==> src/rtl/usb_rx_unstuff_deser_pkg.sv <==
// Shared types and defaults for the USB receive-path bit unstuffer / deserialiser.
package usb_phy_pkg;

  typedef enum logic [1:0] {IDLE, RUN, SKIP, ERR} state_e;

  localparam int unsigned USB_STUFF_LEN = 6;
  localparam int unsigned USB_DATA_W    = 8;

endpackage

==> src/rtl/usb_rx_unstuff_deser_if.sv <==
// Bit-stream input and word/strobe output bundle between the NRZI decoder and the packet decoder.
interface usb_rx_unstuff_deser_if
  import usb_phy_pkg::*;
#(
  parameter int unsigned DATA_W   = USB_DATA_W,
  parameter int unsigned ERRCNT_W = 8
);

  logic                rx_active;
  logic                data_enable;
  logic                bit_in;
  logic [DATA_W-1:0]   data_out;
  logic                data_valid;
  logic                stuff_err;
  logic                frame_err;
  logic [ERRCNT_W-1:0] err_count;

  modport master (
    output rx_active, data_enable, bit_in,
    input  data_out, data_valid, stuff_err, frame_err, err_count
  );

  modport slave (
    input  rx_active, data_enable, bit_in,
    output data_out, data_valid, stuff_err, frame_err, err_count
  );

endinterface

==> src/rtl/usb_rx_unstuff_deser.sv <==
// Removes and checks stuffed bits, then packs the LSB-first stream into DATA_W-bit words.
// Optional saturating error counter enabled by macro UNSTUFF_ERR_CNT_EN.
module usb_rx_unstuff_deser
  import usb_phy_pkg::*;
#(
  parameter int unsigned STUFF_LEN = USB_STUFF_LEN,
  parameter int unsigned DATA_W    = USB_DATA_W,
  parameter int unsigned ERRCNT_W  = 8
) (
  input logic                   clk,
  input logic                   reset,
  usb_rx_unstuff_deser_if.slave bus
);

  localparam int unsigned ONES_W = $clog2(STUFF_LEN + 1);
  localparam int unsigned IDX_W  = $clog2(DATA_W + 1);

  state_e              state;
  logic [ONES_W-1:0]   ones_cnt;
  logic [IDX_W-1:0]    bit_idx;
  logic [DATA_W-1:0]   shreg;

  logic [DATA_W-1:0]   data_out_q;
  logic                data_valid_q;
  logic                stuff_err_q;
  logic                frame_err_q;

  logic [DATA_W-1:0]   shreg_next;
  logic [ONES_W-1:0]   ones_next;
  logic [IDX_W-1:0]    idx_next;
  logic                run_bit;
  logic                skip_bit;
  logic                word_done;
  logic                stuff_hit;
  logic                abort;

  always_comb begin
    shreg_next = {bus.bit_in, shreg[DATA_W-1:1]};
    ones_next  = bus.bit_in ? ones_cnt + ONES_W'(1) : '0;
    idx_next   = bit_idx + IDX_W'(1);
    run_bit    = bus.rx_active && bus.data_enable && (state == RUN);
    skip_bit   = bus.rx_active && bus.data_enable && (state == SKIP);
    word_done  = run_bit && (idx_next == IDX_W'(DATA_W));
    stuff_hit  = (ones_next == ONES_W'(STUFF_LEN));
    // A trailing stuff bit may legitimately be missing, so only a held partial word is an error.
    abort      = !bus.rx_active && ((state == RUN) || (state == SKIP)) && (bit_idx != '0);
  end

  // Stuff tracker and deserialiser.
  always_ff @(posedge clk or posedge reset) begin
    if (reset) begin
      state    <= IDLE;
      ones_cnt <= '0;
      bit_idx  <= '0;
      shreg    <= '0;
    end else if (!bus.rx_active) begin
      state    <= IDLE;
      ones_cnt <= '0;
      bit_idx  <= '0;
      shreg    <= '0;
    end else begin
      case (state)
        IDLE: state <= RUN;
        RUN: begin
          if (bus.data_enable) begin
            shreg   <= shreg_next;
            bit_idx <= word_done ? '0 : idx_next;
            // Run length carries across word boundaries; only a zero or a stuff slot resets it.
            if (stuff_hit) begin
              state    <= SKIP;
              ones_cnt <= '0;
            end else begin
              ones_cnt <= ones_next;
            end
          end
        end
        SKIP: begin
          if (bus.data_enable) begin
            state <= bus.bit_in ? ERR : RUN;
          end
        end
        ERR:     state <= ERR;
        default: state <= IDLE;
      endcase
    end
  end

  // Registered strobes and word output.
  always_ff @(posedge clk or posedge reset) begin
    if (reset) begin
      data_out_q   <= '0;
      data_valid_q <= 1'b0;
      stuff_err_q  <= 1'b0;
      frame_err_q  <= 1'b0;
    end else begin
      data_valid_q <= word_done;
      stuff_err_q  <= skip_bit && bus.bit_in;
      frame_err_q  <= abort;
      if (word_done) begin
        data_out_q <= shreg_next;
      end
    end
  end

  assign bus.data_out   = data_out_q;
  assign bus.data_valid = data_valid_q;
  assign bus.stuff_err  = stuff_err_q;
  assign bus.frame_err  = frame_err_q;

`ifdef UNSTUFF_ERR_CNT_EN
  logic [ERRCNT_W-1:0] err_cnt_q;

  // Survives packet boundaries; only reset clears it.
  always_ff @(posedge clk or posedge reset) begin
    if (reset) begin
      err_cnt_q <= '0;
    end else if ((stuff_err_q || frame_err_q) && (err_cnt_q != '1)) begin
      err_cnt_q <= err_cnt_q + ERRCNT_W'(1);
    end
  end

  assign bus.err_count = err_cnt_q;
`else
  assign bus.err_count = '0;
`endif

endmodule
==> src/flat_wrapper.sv <==
// flat-port wrapper written by rule: the top's interface ports become plain ports
module usb_rx_unstuff_deser_flat import usb_phy_pkg::*;
#(
  parameter int unsigned STUFF_LEN = USB_STUFF_LEN,
  parameter int unsigned DATA_W    = USB_DATA_W,
  parameter int unsigned ERRCNT_W  = 8
)
  (clk, reset, bus_rx_active, bus_data_enable, bus_bit_in, bus_data_out, bus_data_valid, bus_stuff_err, bus_frame_err, bus_err_count);
  usb_rx_unstuff_deser_if #(.DATA_W(DATA_W), .ERRCNT_W(ERRCNT_W)) bus_i ();
  input logic clk;
  input logic reset;
  input wire logic [$bits(bus_i.rx_active)-1:0] bus_rx_active;
  input wire logic [$bits(bus_i.data_enable)-1:0] bus_data_enable;
  input wire logic [$bits(bus_i.bit_in)-1:0] bus_bit_in;
  output wire logic [$bits(bus_i.data_out)-1:0] bus_data_out;
  output wire logic [$bits(bus_i.data_valid)-1:0] bus_data_valid;
  output wire logic [$bits(bus_i.stuff_err)-1:0] bus_stuff_err;
  output wire logic [$bits(bus_i.frame_err)-1:0] bus_frame_err;
  output wire logic [$bits(bus_i.err_count)-1:0] bus_err_count;
  assign bus_i.rx_active = bus_rx_active;
  assign bus_i.data_enable = bus_data_enable;
  assign bus_i.bit_in = bus_bit_in;
  assign bus_data_out = bus_i.data_out;
  assign bus_data_valid = bus_i.data_valid;
  assign bus_stuff_err = bus_i.stuff_err;
  assign bus_frame_err = bus_i.frame_err;
  assign bus_err_count = bus_i.err_count;
  usb_rx_unstuff_deser #(.STUFF_LEN(STUFF_LEN), .DATA_W(DATA_W), .ERRCNT_W(ERRCNT_W)) u_core (.clk(clk), .reset(reset), .bus(bus_i));
endmodule
==> config.mk <==
export PLATFORM = sky130hd
export DESIGN_NAME = usb_rx_unstuff_deser_flat
export DESIGN_NICKNAME = d
export VERILOG_FILES = /design/src/rtl/usb_rx_unstuff_deser_pkg.sv /design/src/rtl/usb_rx_unstuff_deser_if.sv /design/src/rtl/usb_rx_unstuff_deser.sv /design/src/flat_wrapper.sv
export SDC_FILE = /design/constraint.sdc
export NUM_CORES = 1
export LEC_CHECK = 0
export ABC_AREA = 1
export CAP_MARGIN = 20
export CORE_UTILIZATION = 55
export DETAILED_ROUTE_END_ITERATION = 6
export DONT_BUFFER_PORTS = 1
export GPL_ROUTABILITY_DRIVEN = 0
export PLACE_DENSITY_LB_ADDON = 0.12
export SYNTH_ARGS = -nofsm -noshare
export SYNTH_HDL_FRONTEND = slang
export SYNTH_SLANG_ARGS = --single-unit
==> constraint.sdc <==
create_clock -name clk -period 2.13 [get_ports clk]
set_input_delay 0.1065 -clock clk [delete_from_list [all_inputs] [get_ports clk]]
set_output_delay 0.1065 -clock clk [all_outputs]
set_load 0.01 [all_outputs]
# [Word level (Yosys, flattened, before mapping)]
# Cells that the tools add are included.
[totals] output_inout_bits=19 inputBits=5 elab_cells=51 regBits=28
[op_classes] n_reduce_logical=13 n_addsub=2 muxes=18 n_eq_ne=10
[ops] cell="two-way mux 8 bit" count=3
[ops] cell="two-way mux 4 bit" count=4
[ops] cell="two-way mux 3 bit" count=5
[ops] cell="two-way mux 2 bit" count=5
[ops] cell="one-hot mux 2 bit (4 select lines)" count=1
[ops] cell="logical AND 1 bit" count=7
[ops] cell="inequality test 3 bit (second input constant)" count=2
[ops] cell="adder 4 x 1 -> 4 bit (second input constant)" count=1
[ops] cell="equality test 2 bit (second input constant)" count=2
[ops] cell="equality test 4 bit (second input constant)" count=1
[ops] cell="inequality test 2 x 1 -> 1 bit (second input constant)" count=2
[ops] cell="nonzero test 4 bit" count=1
[ops] cell="adder 3 x 1 -> 3 bit (second input constant)" count=1
[ops] cell="equality test 3 bit (second input constant)" count=1
[ops] cell="inequality test 3 x 2 -> 1 bit (second input constant)" count=1
[ops] cell="AND reduction 3 bit" count=1
[ops] cell="equality test 2 x 1 -> 1 bit (second input constant)" count=1
[ops] cell="logical NOT 2 bit" count=1
[ops] cell="AND reduction 2 bit" count=1
[ops] cell="logical NOT 1 bit" count=1
[ops] cell="logical OR 1 bit" count=1

# [Depth between registers and ports, before layout]
[depth] word_depth=7 mapped_depth=9 mapped_depth_nobuf=9

# [Worst setup path before layout]
# No wires, ideal clock.
[synth_path] path_type="reg-to-reg" from="reg u_core.state[1]" to="reg u_core.data_out_q[0] (netlist: u_core.bus.data_out[0])" path_stages_with_launch=10 path_slack_ns=0.786 required_time_ns=2.012 setup_time_ns=0.118 arrival_ns=1.226 n_path_buf=0 synth_period_minus_slack_ns=1.344 cell_sequence="dfrtp_1 -> inv_1 -> ha_1 -> nand2_4 -> clkinv_4 -> nand2_4 -> nor2_8 -> nand2_4 -> nand2_1 -> nand2_1"
[synth_via] elab_chain_len=3
[synth_rtl] element="start: declaration" line="usb_rx_unstuff_deser.sv:18" source="state_e state;"
[synth_rtl] element="start signal: assignment" line="usb_rx_unstuff_deser.sv:79" source="state <= bus.bit_in ? ERR : RUN;"
[synth_rtl] element="equality test 2 x 1 -> 1 bit" line="usb_rx_unstuff_deser.sv:41" source="run_bit = bus.rx_active && bus.data_enable && (state == RUN);"
[synth_rtl] element="logical AND 1 bit" line="usb_rx_unstuff_deser.sv:41"
[synth_rtl] element="logical AND 1 bit" line="usb_rx_unstuff_deser.sv:43" source="word_done = run_bit && (idx_next == IDX_W'(DATA_W));"
[synth_rtl] element="end signal: assignment" line="usb_rx_unstuff_deser.sv:100" source="data_out_q <= shreg_next;"
[synth_rtl] element="end: declaration" line="usb_rx_unstuff_deser.sv:23" source="logic [DATA_W-1:0] data_out_q;"
# No other way between the ends.
# A chain may end at the register's enable or synchronous reset.

# [Final worst setup path]
[layout_path] from="reg u_core.state[1]" to="reg u_core.data_out_q[7] (netlist: u_core.bus.data_out[7])"
# The elaborated chain is that of the path after synthesis.

==> flow_summary_export.csv <==
group,metric,value,unit
die,floorplan.io_pins,24,
synth,synth_top_cell_area_share,50.47,%
synth,yosysMostFrequentCell,"sky130_fd_sc_hd__nand2_1",
global_route,grt_remaining_overflow,0,
hold_path,holdCritPathClass,"input pin to flip-flop",
clock_network,post_cts_repair_timing_setup_buffer_count,0,
sta,final_min_period_over_clock_period,70.53,%
clock_network,cts_buffers,3,
clock_network,cts-htree-levels,1,
critical_path,worst_ep_required_time,2.36,ns
status,status,"finished with violations",
critical_path,timing.critical_path.from_type,"flip-flop",
cells_and_area,drive_above_1_share,8.917,%
synth,synth.cells.most_frequent,"sky130_fd_sc_hd__nand2_1, sky130_fd_sc_hd__dfrtp_1, sky130_fd_sc_hd__inv_1, sky130_fd_sc_hd__nand3_1, sky130_fd_sc_hd__buf_4",
detailed_routing,postRouteWirelength,2292,um
cells_and_area,antenna_diodes,0,
global_route,top_usage_layer,"met2",
global_route,first_global_vias,914,
critical_path,worstSetupPathType,"flip-flop to flip-flop",
synth,synth-edff-count,0,
detailed_routing,post_drt_via_cell_ratio,5.076,
global_route,grt_use_total,20.78,%
placed_design,pre_cts_ws,0.6507,ns
clock_network,worst_setup_hold_path_clk_slew,0.14,ns
detailed_routing,detail-route-antenna-nets,0,
hold_path,timing.hold.worst.start,"bus_bit_in",
sta,grt_setup_unrepaired,"no",
detailed_routing,routed_wire_length_per_instance,12.39,um
detailed_routing,dr_total_vias,939,
synth,ys.flop_type,"sky130_fd_sc_hd__dfrtp_1",
global_route,grt_antenna_before_repair,0,
die,placement_rows,17,
hold_path,hold_end,"u_core.ones_cnt[0]",
placed_design,portBuffers,0,
die,chipWidth,51.34,um
sta,hold_slack,-0.003223,ns
sta,worst_clock_skew,0.008847,ns
synth,number_of_synthesized_register_bits,27,
critical_path,critical_path.max_fanout,10,
status,violations,"negative hold slack",
clock_network,cts_sink_cnt,27,
sta,worst_slack,0.6278,ns
critical_path,r2r_setup_slack,0.63,ns
placed_design,sum_of_net_half_perimeters_after_detailed_placement,1688,um
power,leakagePower,0.7619,nW
synth,yosys_warnings,0,
die,start_util,59.38,%
synth,syn_area,0.001339,mm^2
clock_network,cts-root-to-sink-buffers,2,
synth,syn-mean-instance-area,8.985,um^2
cells_and_area,postLayoutCoreUtil,62.82,%
power,pwr_density_cell,720.5,mW/mm^2
critical_path,rr_startpoint,"u_core.state[1]",
global_route,gr-usage-met1,27.70,%
detailed_routing,drt_pre_antenna_iters,4,
global_route,grt_use_met3,2.976,%
sta,setup-violations-final,0,
sta,fin_tns_setup,0,ns
synth,synth_top_cells_by_area,"sky130_fd_sc_hd__dfrtp_1, sky130_fd_sc_hd__nand2_1, sky130_fd_sc_hd__nand3_1, sky130_fd_sc_hd__ha_1, sky130_fd_sc_hd__inv_1",
detailed_routing,dr.first_iter.drc_count,13,
global_route,wire_length_of_the_first_global_routing_pass,3988,um
critical_path,reg2reg_depth,9,
cells_and_area,area_growth,5.795,%
power,vdd.ir_drop.worst,558.5,uV
synth,fraction_of_the_yosys_area_taken_by_sequential_cells,50.47,%
synth,postSynth.asyncResetShare,100.0,%
sta,fmax,0.6657,GHz
detailed_routing,route.detailed.drc,0,
critical_path,critPathCaptureType,"flip-flop",
sta,slew_viol_final,0,
critical_path,worst-endpoint-arrival,1.74,ns
cells_and_area,num-nets-final,169,
clock_network,clk-insertion-delay-late,0.33,ns
global_route,maximum_number_of_pins_on_one_net_before_global_route_repair,18,
sta,hold_viol_final,1,
synth,netlist_instances,149,
die,core-area,0.002255,mm^2
synth,synth_cell_type_count,23,
placed_design,placed_cells,176,
die,die_h,51.34,um
clock_network,clock_tree_from_tritoncts,"built",
clock_network,clock-root-buffer,"sky130_fd_sc_hd__clkbuf_4",
hold_path,hold_path_cell_cnt,2,
cells_and_area,fin_cells,185,
synth,yosysTopAreaCell,"sky130_fd_sc_hd__dfrtp_1",
flow_run,drv.max_cap_violation_count,0,
die,die_area,0.002635,mm^2
power,total_power,1.020,mW
global_route,gr-usage-met2,33.33,%
sta,period_minus_slack,1.502,ns
critical_path,crit-reg2reg-capture,"u_core.bus.data_out[7]",
==> worst max-delay path by stage <==
| stage | from | end | slack, ns | depth (start not counted) |
|---|---|---|---|---|
| after CTS | u_core.state[0] | u_core.bus.stuff_err | 0.61 | 5 |
| after detailed placement | u_core.state[1] | u_core.bus.data_out[7] | 0.65 | 9 |
| final | u_core.state[1] | u_core.bus.data_out[7] | 0.63 | 9 |
| after floorplan | u_core.state[1] | u_core.bus.data_out[0] | 0.79 | 9 |
| after global routing | u_core.state[1] | u_core.bus.data_out[0] | 0.49 | 9 |
| after global placement | u_core.state[1] | u_core.bus.data_out[7] | 0.68 | 9 |
==> power by group <==
part           internal, mW  switching (mW)  total [mW]
logic                0.0736           0.136       0.210
registers             0.544          0.0376       0.582
clock network        0.0719           0.157       0.229
==> registers in the layout, summed over array words and instances (netlist names) <==
name                   count
u_core.bus.data_out        8
u_core.shreg               7
u_core.bit_idx             4
u_core.ones_cnt            3
u_core.state               2
u_core.bus.data_valid      1
u_core.bus.frame_err       1
u_core.bus.stuff_err       1
==> critical path: stages (launching register included) <==
cell and delay, ns:
sky130_fd_sc_hd__dfrtp_1 0.45, sky130_fd_sc_hd__inv_1 0.09, sky130_fd_sc_hd__ha_1 0.20, sky130_fd_sc_hd__nand2_4 0.07, sky130_fd_sc_hd__clkinv_4 0.06, sky130_fd_sc_hd__nand2_4 0.10, sky130_fd_sc_hd__nor2_8 0.20, sky130_fd_sc_hd__nand2_4 0.11
sky130_fd_sc_hd__nand2_1 0.08, sky130_fd_sc_hd__nand2_1 0.04
==> timing repair <==
action / 4_1_cts / 5_1_grt
resized for setup: 0 / 0
hold buffers: 5 / 0
endpoints found under the hold margin: 26 / 0
==> layer usage <==
metal | vias up | routed length [um]
met1 | 439 | 1082
li1 | 472 | -
met2 | 24 | 1091
met4 | 0 | 36
met5 | - | 0
met3 | 4 | 82
==> metrics by stage <==
step | hold WS (ns) | instance area (um^2)
2_1_floorplan | 0.1592 | 1365
3_3_place_gp | 0.005656 | 1336
3_5_place_dp | 0.008519 | 1336
4_1_cts | 0.002076 | 1416
5_1_grt | 0.01933 | 1416
6_report | -0.003223 | 1416
==> area by class of cell <==
cell class              count  area [um^2]
fillers                   191        838.3
multi-input cells          99        534.3
well taps                  28        35.03
clock buffers               3        22.52
repair buffers              6        57.56
flip-flops and latches     27        675.6
inverters                  21        83.83
clock inverters             1        7.507
==> cells by family after synthesis <==
family                     Yosys count  synth area share (%)
buffers and inverters               30                 11.59
adders and majority gates            6                 5.607
and+or+nand+nor                     67                 23.55
AOI/OAI and AO/OA                   18                 8.505
DFF                                 27                 50.47
other                                1                0.2801
==> cell usage in the layout (no fill, tap or decap), types with 2 or more instances in the layout <==
cell                            instances
sky130_fd_sc_hd__conb_1                 8
sky130_fd_sc_hd__nand2_1               39
sky130_fd_sc_hd__nor2_1                 6
sky130_fd_sc_hd__clkbuf_4               3
sky130_fd_sc_hd__o21ai_1                3
sky130_fd_sc_hd__dlygate4sd3_1          5
sky130_fd_sc_hd__inv_1                 17
sky130_fd_sc_hd__o22ai_1                6
sky130_fd_sc_hd__nand2_4                3
sky130_fd_sc_hd__nand3_1               16
sky130_fd_sc_hd__inv_2                  2
sky130_fd_sc_hd__ha_1                   6
sky130_fd_sc_hd__dfrtp_1               27
sky130_fd_sc_hd__o21ai_0                5
No activity file was read; power rests on OpenSTA's default activity.
